===== src/rtl/multicycle_processor_if.sv =====
// Instruction-fetch bus between the processor (master) and instruction memory (slave).
// The word in instr_data is taken when instr_req and instr_valid are both high.
interface multicycle_processor_if #(
  parameter int PC_WIDTH    = 8,
  parameter int INSTR_WIDTH = 8
);
  logic [PC_WIDTH-1:0]    instr_addr;
  logic                   instr_req;
  logic [INSTR_WIDTH-1:0] instr_data;
  logic                   instr_valid;

  modport master (output instr_addr, output instr_req, input instr_data, input instr_valid);
  modport slave  (input instr_addr, input instr_req, output instr_data, output instr_valid);
endinterface


===== src/rtl/multicycle_processor.sv =====
// Multi-cycle add/load/store/beq processor: FETCH/DECODE/EXECUTE/MEMORY/WRITEBACK FSM
// with a private register file and data memory.
module multicycle_processor #(
  parameter int DATA_WIDTH     = 8,
  parameter int REG_ADDR_WIDTH = 2,
  parameter int PC_WIDTH       = 8,
  parameter int DMEM_DEPTH     = 16
) (
  input  logic                  clock,
  input  logic                  clear,
  multicycle_processor_if.master ibus,
  output logic [DATA_WIDTH-1:0] reg_write_data,
  output logic                  wb_valid,
  output logic [2:0]            state,
  output logic [15:0]           retired
);
  localparam int RAW         = REG_ADDR_WIDTH;
  localparam int INSTR_WIDTH = 2 + 3 * RAW;
  localparam int REG_COUNT   = 2 ** RAW;
  localparam int DMEM_AW     = $clog2(DMEM_DEPTH);

  localparam logic [1:0] OP_ADD   = 2'b00;
  localparam logic [1:0] OP_LOAD  = 2'b01;
  localparam logic [1:0] OP_STORE = 2'b10;
  localparam logic [1:0] OP_BEQ   = 2'b11;

  typedef enum logic [2:0] {
    S_FETCH     = 3'd0,
    S_DECODE    = 3'd1,
    S_EXECUTE   = 3'd2,
    S_MEMORY    = 3'd3,
    S_WRITEBACK = 3'd4
  } state_t;

  state_t                 state_q, state_d;
  logic [PC_WIDTH-1:0]    pc_q, pc_d;
  logic [INSTR_WIDTH-1:0] ir_q, ir_d;
  logic [DATA_WIDTH-1:0]  a_q, a_d, b_q, b_d, alu_q, alu_d, mdr_q, mdr_d;
  logic [DATA_WIDTH-1:0]  rwd_q, rwd_d;
  logic                   wb_q, wb_d;
  logic [15:0]            ret_q, ret_d;
  logic                   instr_req;

  logic [DATA_WIDTH-1:0]  rf_view   [REG_COUNT];
  logic [DATA_WIDTH-1:0]  dmem_view [DMEM_DEPTH];
  logic                   rf_we, dm_we;
  logic [RAW-1:0]         rf_waddr;
  logic [DATA_WIDTH-1:0]  rf_wdata;

  logic [1:0]             opcode;
  logic [RAW-1:0]         rs, rt, rd;
  logic [DATA_WIDTH-1:0]  imm_data;
  logic [PC_WIDTH-1:0]    imm_pc, pc_inc;
  logic [DMEM_AW-1:0]     dm_idx;

  assign opcode   = ir_q[INSTR_WIDTH-1 -: 2];
  assign rs       = ir_q[3*RAW-1 -: RAW];
  assign rt       = ir_q[2*RAW-1 -: RAW];
  assign rd       = ir_q[RAW-1:0];
  assign imm_data = DATA_WIDTH'($signed(rd));
  assign imm_pc   = PC_WIDTH'($signed(rd));
  assign pc_inc   = pc_q + PC_WIDTH'(1);
  assign dm_idx   = DMEM_AW'(alu_q);

  assign ibus.instr_addr = pc_q;
  assign ibus.instr_req  = instr_req;
  assign reg_write_data  = rwd_q;
  assign wb_valid        = wb_q;
  assign state           = state_q;
  assign retired         = ret_q;

  always_comb begin
    state_d   = state_q;
    pc_d      = pc_q;
    ir_d      = ir_q;
    a_d       = a_q;
    b_d       = b_q;
    alu_d     = alu_q;
    mdr_d     = mdr_q;
    rwd_d     = rwd_q;
    wb_d      = 1'b0;
    ret_d     = ret_q;
    rf_we     = 1'b0;
    rf_waddr  = rd;
    rf_wdata  = alu_q;
    dm_we     = 1'b0;
    instr_req = 1'b0;
    case (state_q)
      S_FETCH: begin
        instr_req = 1'b1;
        if (ibus.instr_valid) begin
          ir_d    = ibus.instr_data;
          state_d = S_DECODE;
        end
      end
      S_DECODE: begin
        a_d     = rf_view[rs];
        b_d     = rf_view[rt];
        state_d = S_EXECUTE;
      end
      S_EXECUTE: begin
        alu_d = a_q + ((opcode == OP_ADD) ? b_q : imm_data);
        case (opcode)
          OP_BEQ: begin
            pc_d    = (a_q == b_q) ? (pc_inc + imm_pc) : pc_inc;
            ret_d   = ret_q + 16'd1;
            state_d = S_FETCH;
          end
          OP_ADD:  state_d = S_WRITEBACK;
          default: state_d = S_MEMORY;
        endcase
      end
      S_MEMORY: begin
        if (opcode == OP_STORE) begin
          dm_we   = 1'b1;
          pc_d    = pc_inc;
          ret_d   = ret_q + 16'd1;
          state_d = S_FETCH;
        end else begin
          mdr_d   = dmem_view[dm_idx];
          state_d = S_WRITEBACK;
        end
      end
      S_WRITEBACK: begin
        rf_we = 1'b1;
        if (opcode == OP_LOAD) begin
          rf_waddr = rt;
          rf_wdata = mdr_q;
        end
        rwd_d   = rf_wdata;
        wb_d    = 1'b1;
        pc_d    = pc_inc;
        ret_d   = ret_q + 16'd1;
        state_d = S_FETCH;
      end
      default: state_d = S_FETCH;
    endcase
  end

  always_ff @(posedge clock or posedge clear) begin
    if (clear) begin
      state_q <= S_FETCH;
      pc_q    <= '0;
      ir_q    <= '0;
      a_q     <= '0;
      b_q     <= '0;
      alu_q   <= '0;
      mdr_q   <= '0;
      rwd_q   <= '0;
      wb_q    <= 1'b0;
      ret_q   <= '0;
    end else begin
      state_q <= state_d;
      pc_q    <= pc_d;
      ir_q    <= ir_d;
      a_q     <= a_d;
      b_q     <= b_d;
      alu_q   <= alu_d;
      mdr_q   <= mdr_d;
      rwd_q   <= rwd_d;
      wb_q    <= wb_d;
      ret_q   <= ret_d;
    end
  end

  genvar gi;
  generate
    for (gi = 0; gi < REG_COUNT; gi++) begin : g_rf
      logic [DATA_WIDTH-1:0] word_q;
      always_ff @(posedge clock or posedge clear) begin
        if (clear)
          word_q <= '0;
        else if (rf_we && (rf_waddr == RAW'(gi)))
          word_q <= rf_wdata;
      end
      assign rf_view[gi] = word_q;
    end

    // Data memory comes out of reset holding its own index in every word.
    for (gi = 0; gi < DMEM_DEPTH; gi++) begin : g_dmem
      logic [DATA_WIDTH-1:0] word_q;
      always_ff @(posedge clock or posedge clear) begin
        if (clear)
          word_q <= DATA_WIDTH'(gi);
        else if (dm_we && (dm_idx == DMEM_AW'(gi)))
          word_q <= b_q;
      end
      assign dmem_view[gi] = word_q;
    end
  endgenerate
endmodule


===== src/flat_wrapper.sv =====
// flat-port wrapper written by rule: the top's interface ports become plain ports
module multicycle_processor_flat 
#(
  parameter int DATA_WIDTH     = 8,
  parameter int REG_ADDR_WIDTH = 2,
  parameter int PC_WIDTH       = 8,
  parameter int DMEM_DEPTH     = 16
)
  (clock, clear, reg_write_data, wb_valid, state, retired, ibus_instr_addr, ibus_instr_req, ibus_instr_data, ibus_instr_valid);
  multicycle_processor_if #(.PC_WIDTH(PC_WIDTH), .INSTR_WIDTH(8)) ibus_i ();
  input  logic clock;
  input  logic clear;
  output logic [DATA_WIDTH-1:0] reg_write_data;
  output logic wb_valid;
  output logic [2:0] state;
  output logic [15:0] retired;
  output wire logic [$bits(ibus_i.instr_addr)-1:0] ibus_instr_addr;
  output wire logic [$bits(ibus_i.instr_req)-1:0] ibus_instr_req;
  input wire logic [$bits(ibus_i.instr_data)-1:0] ibus_instr_data;
  input wire logic [$bits(ibus_i.instr_valid)-1:0] ibus_instr_valid;
  assign ibus_instr_addr = ibus_i.instr_addr;
  assign ibus_instr_req = ibus_i.instr_req;
  assign ibus_i.instr_data = ibus_instr_data;
  assign ibus_i.instr_valid = ibus_instr_valid;
  multicycle_processor #(.DATA_WIDTH(DATA_WIDTH), .REG_ADDR_WIDTH(REG_ADDR_WIDTH), .PC_WIDTH(PC_WIDTH), .DMEM_DEPTH(DMEM_DEPTH)) u_core (.clock(clock), .clear(clear), .ibus(ibus_i), .reg_write_data(reg_write_data), .wb_valid(wb_valid), .state(state), .retired(retired));
endmodule

===== config.mk =====
export PLATFORM = sky130hd
export DESIGN_NAME = multicycle_processor_flat
export DESIGN_NICKNAME = d
export VERILOG_FILES = /design/src/rtl/multicycle_processor_if.sv /design/src/rtl/multicycle_processor.sv /design/src/flat_wrapper.sv
export SDC_FILE = /design/constraint.sdc
export NUM_CORES = 1
export LEC_CHECK = 0
export CELL_PAD_IN_SITES_DETAIL_PLACEMENT = 1
export CELL_PAD_IN_SITES_GLOBAL_PLACEMENT = 2
export CORE_MARGIN = 4
export CORE_UTILIZATION = 37
export DETAILED_ROUTE_END_ITERATION = 10
export GPL_TIMING_DRIVEN = 1
export PLACE_DENSITY = 0.77
export SYNTH_ARGS = -nofsm -noshare
export SYNTH_HDL_FRONTEND = slang
export SYNTH_SLANG_ARGS = --single-unit

===== constraint.sdc =====
create_clock -name clock -period 7.2 [get_ports clock]
set_input_delay 0.72 -clock clock [delete_from_list [all_inputs] [get_ports clock]]
set_output_delay 0.72 -clock clock [all_outputs]
set_load 0.02 [all_outputs]

==> results.md <==
* Status: completed
* Die height at 185 µm
* Worst skew pair latency at 520 ps
* Router iterations before antenna repair at 4
* Setup Fix Bufs, Post-CTS at 0
* CTS Hold Buffers Added at 0
* Synthesis-to-layout area growth at 13.7%
* Reg2reg start: u_core.ir_q[6]
* Via density at 5.33
* Num CTS Buffers at 26
* Row cnt at 64
* # port buffers at 47
* Post-route clock skew at 9.99 ps
* Root Driver: clkbuf_16
* # IOs at 48
* DIE WIDTH at 185 µm
* Max-slew headroom at between 20% and 30%
* Slew @ Worst Pin at ~1200 ps
* Syn Nets at slightly above 900
* H-tree depth at 1
* Post-synth EDFFs at 0
* Hold depth at 1
* Final Max Tran Viols at 0
* Power Total at 5.04 mW
* PwrDens at 381 nW/µm²
* Post-route antenna net violation count at 0
* Leakage at 5.87 nW
* Post-CTS sizing at 0
* Largest net degree at the start of global routing at 134
* Initial DRC count at 393
* Std-Cell Core Area at 30,800 µm²
* Global-route wire length before repair at approximately 46,000 µm
* Mapped cell area at between 10,000 and 15,000 µm²
* Tot GR Track Use at 17.0%
* Commonest register cell after synthesis: dfrtp_1
* Ant diodes at 0
* HP Start: u_core.retired[15]
* Final hold vios at 0
* Total Wirelength at 28,500 µm
* R2R depth at 12
* Setup crit end kind: flip-flop
* YS warnings at 0
* Worst Hold Class: flip-flop to flip-flop
* Ys async rst share at 100%
* WS Path Type: flip-flop to flip-flop
* RD Place Congestion at ~0.74
* Post-route setup slack at 4360 ps
* Max Clk Rate at around 350 MHz
* CTS tree: yes
* Worst Setup Start Kind: flip-flop
* WP data required at 7580 ps
* Maximum VDD drop at 0.214 mV
* Initial antenna violation count at 1
* Reg clk slew, reported paths at around 60 ps
* Fin crit period at 2840 ps
* WL/cell at 21.5 µm
* TNS Setup at 0 ps
* Cells after Synth at just under 900
* RSZ-0062 raised after global routing: no
* GR Overflow Total at 0
* Hpwl dp at 18,600 µm
* Starting Density at 37.7%
* Layout cell share with drive strength beyond 1 at 33.7%
* Sequential share of the synthesized area at between 50% and 60%
* Vias in the first global route at a little under 8,000
* DRC at 0
* Number of setup violations in the final report at 0
* Fin crit share at 39.4%
* Seq cells post-synth at 236
* Via count at 7,061
* DP Worst Slack at 4260 ps
* CTS max path bufs at 3
* Die area at 34,300 µm²
* Reg2reg setup slack at around 4400 ps
* Clock tree sinks at 236
* Post-layout nets at 944
* Hold endpoint: u_core.retired[15]
* CP arrival at 3210 ps
* Yosys cell types at 54
* Fill cells at 3,160
* R2R Path End: u_core.alu_q[6]
* Synth Area per Inst at 13.1 µm²
* Max_cap viols at 0
* CP Max Fanout at 10
==> flip-flops by register name, summed over array words and instances (netlist names), 3 cells and up <==
register	flops
u_core.mdr_q	8
u_core.ibus.instr_addr	8
u_core.g_dmem.word_q	128
u_core.g_rf.word_q	32
u_core.a_q	8
u_core.alu_q	8
u_core.ir_q	8
u_core.retired	16
u_core.reg_write_data	8
u_core.state	3
u_core.b_q	8
==> synth_stat cells (all sizes together) (2+ instances only) <==
master	count	area share (%)
xnor2	21	1.6
mux4	56	11
nor4	2	0.11
o31ai	2	0.13
a21o	4	0.26
nor2	44	1.7
or3	2	0.11
nand2	70	2.3
nor3	8	0.48
and3b	3	0.23
a22o	2	0.15
o21ai	50	2.2
nor3b	7	0.49
a21oi	28	1.2
dfrtp	204	44
fa	2	0.34
o211ai	3	0.19
nand4	5	0.27
and2	3	0.16
or3b	2	0.15
nand3	15	0.69
ha	22	2.4
mux2i	20	1.7
xor2	18	1.4
mux2	160	15
and3	6	0.32
buf	27	1.2
nand3b	3	0.26
dfstp	32	7.2
inv	16	0.52
nand2b	3	0.16
clkbuf	34	1.1
nor2b	3	0.16
==> layout by cell type, fill, tap and decap left out, drive strengths merged, types with 2 or more instances in the layout <==
| master | n |
|---|---|
| a21o | 4 |
| a21oi | 28 |
| a22o | 2 |
| and2 | 3 |
| and3 | 6 |
| and3b | 3 |
| buf | 8 |
| clkbuf | 42 |
| clkdlybuf4s50 | 47 |
| clkinv | 4 |
| clkinvlp | 2 |
| dfrtp | 204 |
| dfstp | 32 |
| fa | 2 |
| ha | 22 |
| inv | 16 |
| mux2 | 160 |
| mux2i | 20 |
| mux4 | 56 |
| nand2 | 70 |
| nand2b | 3 |
| nand3 | 15 |
| nand3b | 3 |
| nand4 | 5 |
| nor2 | 44 |
| nor2b | 3 |
| nor3 | 8 |
| nor3b | 7 |
| nor4 | 2 |
| o211ai | 3 |
| o21ai | 50 |
| o31ai | 2 |
| or3 | 2 |
| or3b | 2 |
| xnor2 | 21 |
| xor2 | 18 |
==> where the power goes <==
group	internal [mW]	switching, mW	leakage [nW]
registers	1.57	0.406	3.08
logic	0.852	0.948	2.39
clock network	0.741	0.521	0.396
==> per-stage QoR <==
stage | hold WS [ps] | util [%] | instance area [µm²] | std cells
floorplan | 453 | - | 11600 | 887
global placement | 477 | 40.3 | 12400 | 1277
detailed placement | 476 | 40.3 | 12400 | 1277
CTS | 496 | 42.9 | 13200 | 1325
global route | 518 | 42.9 | 13200 | 1325
finish | 483 | 42.9 | 13200 | 1325
==> worst max path at each step <==
stage	to	from
after floorplan	u_core.a_q[0]	clear
after global placement	u_core.g_dmem[0].word_q[7]	clear
after detailed placement	u_core.reg_write_data[0]	clear
after CTS	u_core.alu_q[6]	u_core.ir_q[6]
after global routing	u_core.alu_q[6]	u_core.ir_q[6]
final	u_core.alu_q[6]	u_core.ir_q[6]
==> critical path, stage by stage, from the launching register on <==
cell	delay [ps]
dfrtp_1	400
inv_1	130
ha_1	370
mux2_2	380
ha_1	200
inv_1	70
fa_1	200
nor2b_1	50
o21ai_0	180
a21boi_0	150
o21ai_0	230
mux2i_1	200
o311ai_0	130
==> layer usage <==
| metal | global-route usage (%) | wire (µm) |
|---|---|---|
| met2 | 27.7 | 13500 |
| met4 | 3.20 | 404 |
| met5 | 0 | 17 |
| met1 | 24.8 | 13600 |
| met3 | 2.24 | 969 |
==> kinds of logic (layout without fill, tap and decap cells) <==
family | count (synthesis) | after routing | synth area share [%]
fa+ha+maj | 24 | 24 | 2.71
xor+xnor | 39 | 39 | 2.94
compound gates | 95 | 95 | 4.51
simple gates | 180 | 180 | 7.92
buf+inv | 77 | 119 | 2.76
flops | 236 | 236 | 51.1
mux | 236 | 236 | 28.1
==> final cells by class <==
type | count | area (µm²) | area share, %
Clock inverter | 6 | 35.0 | 0.265
Sequential cell | 236 | 5950 | 45.0
Tap cell | 396 | 495 | 3.75
Inverter | 16 | 67.6 | 0.511
Timing Repair Buffer | 55 | 531 | 4.01
Clock buffer | 42 | 782 | 5.91
Multi-Input combinational cell | 574 | 5370 | 40.6
(Power assumes the default switching activity.)
